`src/rtl/add_serial_arbiter.sv`:
```
// add_serial_arbiter: shares one bit-serial add_serial adder among NREQ
// requesters. Round-robin grant, launch pulse, fixed-latency wait, sum
// capture, release pulse, then a tagged response held until accepted.
// Optional build macro: ADD_ARB_PRIO0_EN gives requester 0 fixed top
// priority; the remaining requesters round-robin among themselves.
module add_serial_arbiter #(
  parameter int NREQ        = 4,
  parameter int WIDTH       = 8,
  parameter int ADD_LATENCY = 11
) (
  input  logic                      clk,
  input  logic                      rst,
  input  logic [NREQ-1:0]           req,
  input  logic [NREQ*WIDTH-1:0]     req_a,
  input  logic [NREQ*WIDTH-1:0]     req_b,
  output logic [NREQ-1:0]           gnt,
  output logic                      add_en,
  output logic [WIDTH-1:0]          add_a,
  output logic [WIDTH-1:0]          add_b,
  input  logic [WIDTH-1:0]          add_out,
  output logic                      rsp_valid,
  output logic [$clog2(NREQ)-1:0]   rsp_id,
  output logic [WIDTH-1:0]          rsp_data,
  input  logic                      rsp_ready
);

  localparam int IW = $clog2(NREQ);
  localparam int CW = $clog2(ADD_LATENCY + 1);

  localparam logic [2:0] S_IDLE    = 3'd0;
  localparam logic [2:0] S_ISSUE   = 3'd1;
  localparam logic [2:0] S_WAIT    = 3'd2;
  localparam logic [2:0] S_RELEASE = 3'd3;
  localparam logic [2:0] S_RESP    = 3'd4;

  localparam logic [CW-1:0] LAT_LAST = CW'(ADD_LATENCY - 1);

  logic [2:0]       state;
  logic [IW-1:0]    rr_ptr;
  logic [CW-1:0]    lat_cnt;
  logic             found;
  logic [IW-1:0]    winner;
  logic [IW-1:0]    rr_next;
  logic [WIDTH-1:0] op_a [NREQ];
  logic [WIDTH-1:0] op_b [NREQ];

  // Unpack the flat operand buses into per-requester slices.
  always_comb begin
    for (int i = 0; i < NREQ; i++) begin
      op_a[i] = req_a[i*WIDTH +: WIDTH];
      op_b[i] = req_b[i*WIDTH +: WIDTH];
    end
  end

  // Winner search: first requesting index at or after rr_ptr, wrapping.
  always_comb begin
    logic [IW:0]   pos;
    logic [IW-1:0] cand;
    found  = 1'b0;
    winner = '0;
    pos    = '0;
    cand   = '0;
`ifdef ADD_ARB_PRIO0_EN
    if (req[0]) begin
      found  = 1'b1;
      winner = '0;
    end else begin
      for (int k = 0; k < NREQ; k++) begin
        pos = {1'b0, rr_ptr} + (IW+1)'(k);
        if (pos >= (IW+1)'(NREQ)) pos = pos - (IW+1)'(NREQ);
        cand = pos[IW-1:0];
        if (!found && cand != '0 && req[cand]) begin
          found  = 1'b1;
          winner = cand;
        end
      end
    end
`else
    for (int k = 0; k < NREQ; k++) begin
      pos = {1'b0, rr_ptr} + (IW+1)'(k);
      if (pos >= (IW+1)'(NREQ)) pos = pos - (IW+1)'(NREQ);
      cand = pos[IW-1:0];
      if (!found && req[cand]) begin
        found  = 1'b1;
        winner = cand;
      end
    end
`endif
  end

  assign rr_next = (winner == IW'(NREQ - 1)) ? '0 : winner + IW'(1);

  // Grant pulse, adder enable and response valid decode from the state.
  always_comb begin
    gnt = '0;
    if (state == S_ISSUE) gnt[rsp_id] = 1'b1;
    add_en    = (state == S_ISSUE) || (state == S_RELEASE);
    rsp_valid = (state == S_RESP);
  end

  // Sequencer: grant, launch, latency wait, capture, release, respond.
  always_ff @(posedge clk or posedge rst) begin
    if (rst) begin
      state    <= S_IDLE;
      rr_ptr   <= '0;
      lat_cnt  <= '0;
      add_a    <= '0;
      add_b    <= '0;
      rsp_id   <= '0;
      rsp_data <= '0;
    end else begin
      case (state)
        S_IDLE: begin
          if (found) begin
            // Operands stay registered until the next grant: the adder
            // keeps sampling operand bits while it shifts.
            add_a  <= op_a[winner];
            add_b  <= op_b[winner];
            rsp_id <= winner;
`ifdef ADD_ARB_PRIO0_EN
            if (winner != '0) rr_ptr <= rr_next;
`else
            rr_ptr <= rr_next;
`endif
            state  <= S_ISSUE;
          end
        end
        S_ISSUE: begin
          lat_cnt <= '0;
          state   <= S_WAIT;
        end
        S_WAIT: begin
          lat_cnt <= lat_cnt + CW'(1);
          // add_out is only meaningful on the last latency cycle.
          if (lat_cnt == LAT_LAST) begin
            rsp_data <= add_out;
            state    <= S_RELEASE;
          end
        end
        S_RELEASE: begin
          state <= S_RESP;
        end
        S_RESP: begin
          if (rsp_ready) state <= S_IDLE;
        end
        default: begin
          state <= S_IDLE;
        end
      endcase
    end
  end

endmodule

```
`config.mk`:
```
export PLATFORM = sky130hd
export DESIGN_NAME = add_serial_arbiter
export DESIGN_NICKNAME = d
export VERILOG_FILES = /design/src/rtl/add_serial_arbiter.sv
export SDC_FILE = /design/constraint.sdc
export NUM_CORES = 1
export LEC_CHECK = 0
export CAP_MARGIN = 30
export CELL_PAD_IN_SITES_DETAIL_PLACEMENT = 1
export CELL_PAD_IN_SITES_GLOBAL_PLACEMENT = 2
export CORE_MARGIN = 2
export CORE_UTILIZATION = 24
export CTS_CLUSTER_DIAMETER = 60
export DETAILED_ROUTE_END_ITERATION = 6
export PLACE_DENSITY = 0.94
export SYNTH_ARGS = -nofsm -noshare
export SYNTH_HDL_FRONTEND = slang
export SYNTH_SLANG_ARGS = --single-unit
```
`constraint.sdc`:
```
create_clock -name clk -period 4.2 [get_ports clk]
set_clock_uncertainty 0.15 [all_clocks]
set_input_delay 0.63 -clock clk [delete_from_list [all_inputs] [get_ports clk]]
set_output_delay 0.63 -clock clk [all_outputs]
set_load 0.01 [all_outputs]
```
# Yosys cells after proc, flatten, opt, wreduce, memory -nomap -nowiden
# Index checks and enable logic that the tools add are counted.
# op_classes
add_sub_neg,9
n_mul,0
div_mod_pow,0
order_cmp,11
n_eq_ne,9
shift,0
muxes,35
n_bitwise,1
n_reduce_logical,13
# op_table
cell,count
$bmux W8 S2,2
$mux W8,4
$mux W2,9
$lt A2 B3 Y1 const B,5
$pmux W3 S5,1
$ge A3 B3 Y1 const B,4
$mux W1,9
$mux W3,3
$bmux W1 S2,4
$pmux W4 S2,1
$sub A2 B1 Y2 const B,4
$add A2 B2 Y3 const B,2
$eq A3 B2 Y1 const B,2
$add A4 B1 Y4 const B,1
$eq A4 B4 Y1 const B,1
$logic_and A1 B1 Y1,4
$mux W4,1
$ne A2 B2 Y1 const B,2
$reduce_and A2 Y1,2
$add A2 B1 Y3 const B,1
$eq A3 B1 Y1 const B,1
$eq A3 B3 Y1 const B,1
$ge A2 B3 Y1 const B,1
$logic_not A1 Y1,3
10 further kinds,10
# totals
reg_bits,35
latchBits,0
ramBits,0
romBits,0
in_bits,79
elab_cells,85
n_memories,0

# Longest topological paths before layout
# depth
ltp_word,18
mapped_depth,7

# Least setup slack after synthesis
# OpenSTA, ideal clock, no wires.
# synth_timing
path_type,input to register
from,input port req[1]
to,register add_a[7]
setup_ns,0.132
arrival_time_ns,1.944
required_ns,3.918
slack_ns,1.973
cell_stages,6
path_buffers,1
cell_sequence,inv_1 a221o_1 a21oi_2 buf_2 mux2i_1 o221ai_2
# synth_between
elab_chain_cells,16
elab_cells_between_ends,27
cone_classes,mux (19); bitwise (1); reduce/logical (7)
# synth_lines
item,line,source
start: declaration,13,"input logic [NREQ-1:0] req,"
$bmux W1 S2,83,if (!found && req[cand]) begin
$mux W1 (not written as such),83,
$mux W1,83,
$logic_not A1 Y1,83,
$logic_and A1 B1 Y1,83,
$mux W1,83,
$logic_not A1 Y1,83,
$logic_and A1 B1 Y1,83,
$mux W1,83,
$logic_not A1 Y1,83,
$logic_and A1 B1 Y1,83,
$mux W2,83,
$not A2 Y3 (not written as such),117,add_a <= op_a[winner];
$bmux W8 S2,117,
$mux W8 (not written as such) (2 in series),117,
end signal: assignment,117,
end: declaration,18,"output logic [WIDTH-1:0] add_a,"
# Several ways; a longest one is shown, not always the timed one. The select of a mux whose other input is x is not followed.
# A chain may end at the register's enable or synchronous reset.

# Worst setup path after layout
# layout_timing
from,input port req[2]
to,register add_a[4]
# The elaborated chain is that of the path after synthesis.

==> flow_summary.yaml <==
drt:
  viasPerCell: 4.752
  drtIter0Drc: 52
  wl_met2_um: 3058
  first_pass_iters: 4
  finalWirelength_um: 6351
  num_vias: 1915
  routed.top_layer: "met4"
  wl_met3_um: 749
  route.detailed.drc: 0
  wl_per_cell_um: 15.76
  wl_met1_um: 2515
  drtAntennaViolNets: 0
cells_and_area:
  area_delta_synth_final_pct: 62.16
  fill_cells: 946
  layout_commonest_cell: "clkdlybuf4s50_1"
  seqCellArea_um2: 875.8
  final_nets: 378
  drive_above_1_share_pct: 9.732
  final_util_pct: 40.20
  mostFrequentLayoutCells: "clkdlybuf4s50_1, dfrtp_1, mux2i_1, nand2_1"
  multiInputGateArea_um2: 1050
  antenna_cells: 0
sta:
  setup_ws_ns: 1.363
  hold_ws_ns: 0.3386
  slew_headroom_pct: 42.27
  rsz0062_at_grt: "no"
  setup_viol: 0
  report.final.slew_viol_count: 0
  hold_violations: 0
  setup_tns_ns: 0
  max_slew.worst_pin.slew_ns: 0.8660
  min_period_ns: 2.837
  fmax_mhz: 352.5
  finalCritPeriodShare_pct: 67.54
pwr:
  p_clk_share_pct: 12.1
  p_switching_uw: 788.8
  power_density_nw_per_um2: 595.4
  p_leak_uw: 0.001390
  swShare_pct: 40.11
  seqPwrFrac_pct: 32.0
  comb_power_share_pct: 55.9
  vdd_drop_max_mv: 0.1996
  p_int_uw: 1178
grt:
  grt.total_usage_pct: 14.00
  grt_pass1_vias: 2059
  grt-ovfl-total: 0
  grt_pass1_wl_um: 10050
  antenna_found_initial: 0
  grt_max_degree: 34
floorplanning:
  die-area_um2: 9240
  fp.dieH_um: 96.13
  die_width_um: 96.13
  row_count: 33
  io-pin-count: 111
  start_util_pct: 24.79
  fp.coreArea_um2: 8217
critical_path:
  timing.critical_path.buf_inv: 2
  crit_fanout: 24
  crit_arrival_ns: 2.81
  cp_num_cells: 6
  path_cells: "clkdlybuf4s50_1, nor4_1, or4_1, buf_4, nand2b_1, o221ai_1"
  crit_family: "simple AND/OR/NAND/NOR gates"
  crit_slowest_cell: "nand2b_1"
  startpoint: "req[2]"
  timing_worst_setup_path_type: "input port to flop"
  r2r_slack_ns: 1.74
  worstSetupEndpointType: "flop"
  ff2ff_path_depth: 4
  reg2reg_from: "state[0]"
  r2r-end: "add_a[4]"
  critPathLaunchType: "input port"
  cp.required_ns: 4.18
  cpPeakStageDelay_ns: 0.72
logic_synthesis:
  avgSynthCellArea_um2: 10.72
  netlist_instances: 190
  synth_nets: 271
  synthArstFlopShare_pct: 100.0
  ys_warn_count: 0
  synth.cell_area_um2: 2037
  synth_edf_count: 0
  ys_ff_latch: 35
  seq_area_frac_synth_pct: 43.00
  yosys_most_used_dff: "dfrtp_1"
  synthDistinctLibCells: 32
clock_network:
  hold_buffers: 0
  post_cts_buffers: 0
  clockBufferDepth: 2
  cts_resized: 0
  clk_pin_slew_worst_paths_ns: 0.07
  cts_max_level: 2
  clock_sinks: 35
  root_buffer: "clkbuf_8"
  clk_latency_ns: 0.29
  cts_buffers: 5
  tritoncts: "built"
placed_design:
  gp_congestion: 0.7226
  port_buffers: 110
  dp_hpwl_um: 4995
  place_ws_ns: 0.9551
status:
  status: "completed"
hold_path:
  whs_path_depth: 2
  worstHoldEndpoint: "add_b[3]"
  worstHoldPathType: "flop to flop"
  min-delay-start: "add_b[3]"
job:
  maxCapViolCount: 0
[worst max path at each step]
stage / end / slack, ns
final: add_a[4] / 1.36
after global routing: add_a[2] / 1.10
after CTS: add_a[1] / 1.28
after detailed placement: add_a[5] / 0.96
after global placement: add_a[2] / 1.13
after floorplan: add_a[7] / 1.97
[Yosys cell counts (3+ instances only)]
cell	n	area (um^2)
buf_6	3	33.78
nand2b_1	4	25.02
inv_1	10	37.54
mux2i_1	34	340.3
mux2_2	8	90.09
o21ai_0	7	35.03
nor2_1	10	37.54
nand2_1	22	82.58
clkbuf_1	6	22.52
dfrtp_1	35	875.8
o221ai_1	6	52.55
o221ai_2	10	150.1
a21oi_1	8	40.04
[state kept, by name (all words and copies together), names as in the netlist]
name      flops
add_a         8
lat_cnt       4
rr_ptr        2
rsp_id        2
rsp_data      8
state         3
add_b         8
[through the flow]
stage               std cells  total power, uW  cell area [um^2]
global placement          395             1705              3218
global route              403             2146              3303
CTS                       403             2009              3303
floorplan                 190             1302              2037
finish                    403             1967              3303
detailed placement        395             1760              3218
[worst min-delay path, cell delays in order, from the launching register on]
cell and delay (ns):
dfrtp_1 0.34, nand2_1 0.06, o221ai_2 0.05
[cell families after synthesis]
family                   count (synthesis)  share of synthesized area, %
multiplexers                            42                         21.13
flip-flops                              35                         43.00
XOR/XNOR                                 1                        0.4301
adder cells (fa/ha/maj)                  2                         1.228
buffers and inverters                   23                         5.835
AND/OR/NAND/NOR                         46                         10.44
AO/OA/AOI/OAI                           41                         17.94
[power groups by stage]
stage	Clock, uW	Sequential, uW	Combinational, uW
floorplan	0	623	679
global placement	0	630	1080
detailed placement	0	635	1120
CTS	252	631	1130
global route	270	657	1220
finish	238	629	1100
[cell type report]
class	instances	share of cell area [%]
Tap cell	105	3.977
Inverter	10	1.136
Sequential cell	35	26.52
Clock buffer	6	2.197
Multi-Input combinational cell	132	31.78
Clock inverter	2	0.3788
Timing Repair Buffer	113	34.02
[per-layer routing]
layer  global-route usage [%]  vias to the layer above
met3                    4.385                        4
met4                    2.857                        0
li1                         -                      909
met1                    17.09                      920
met2                    24.19                       82
met5                        0                        -
Power figures use the tool's default switching activity.
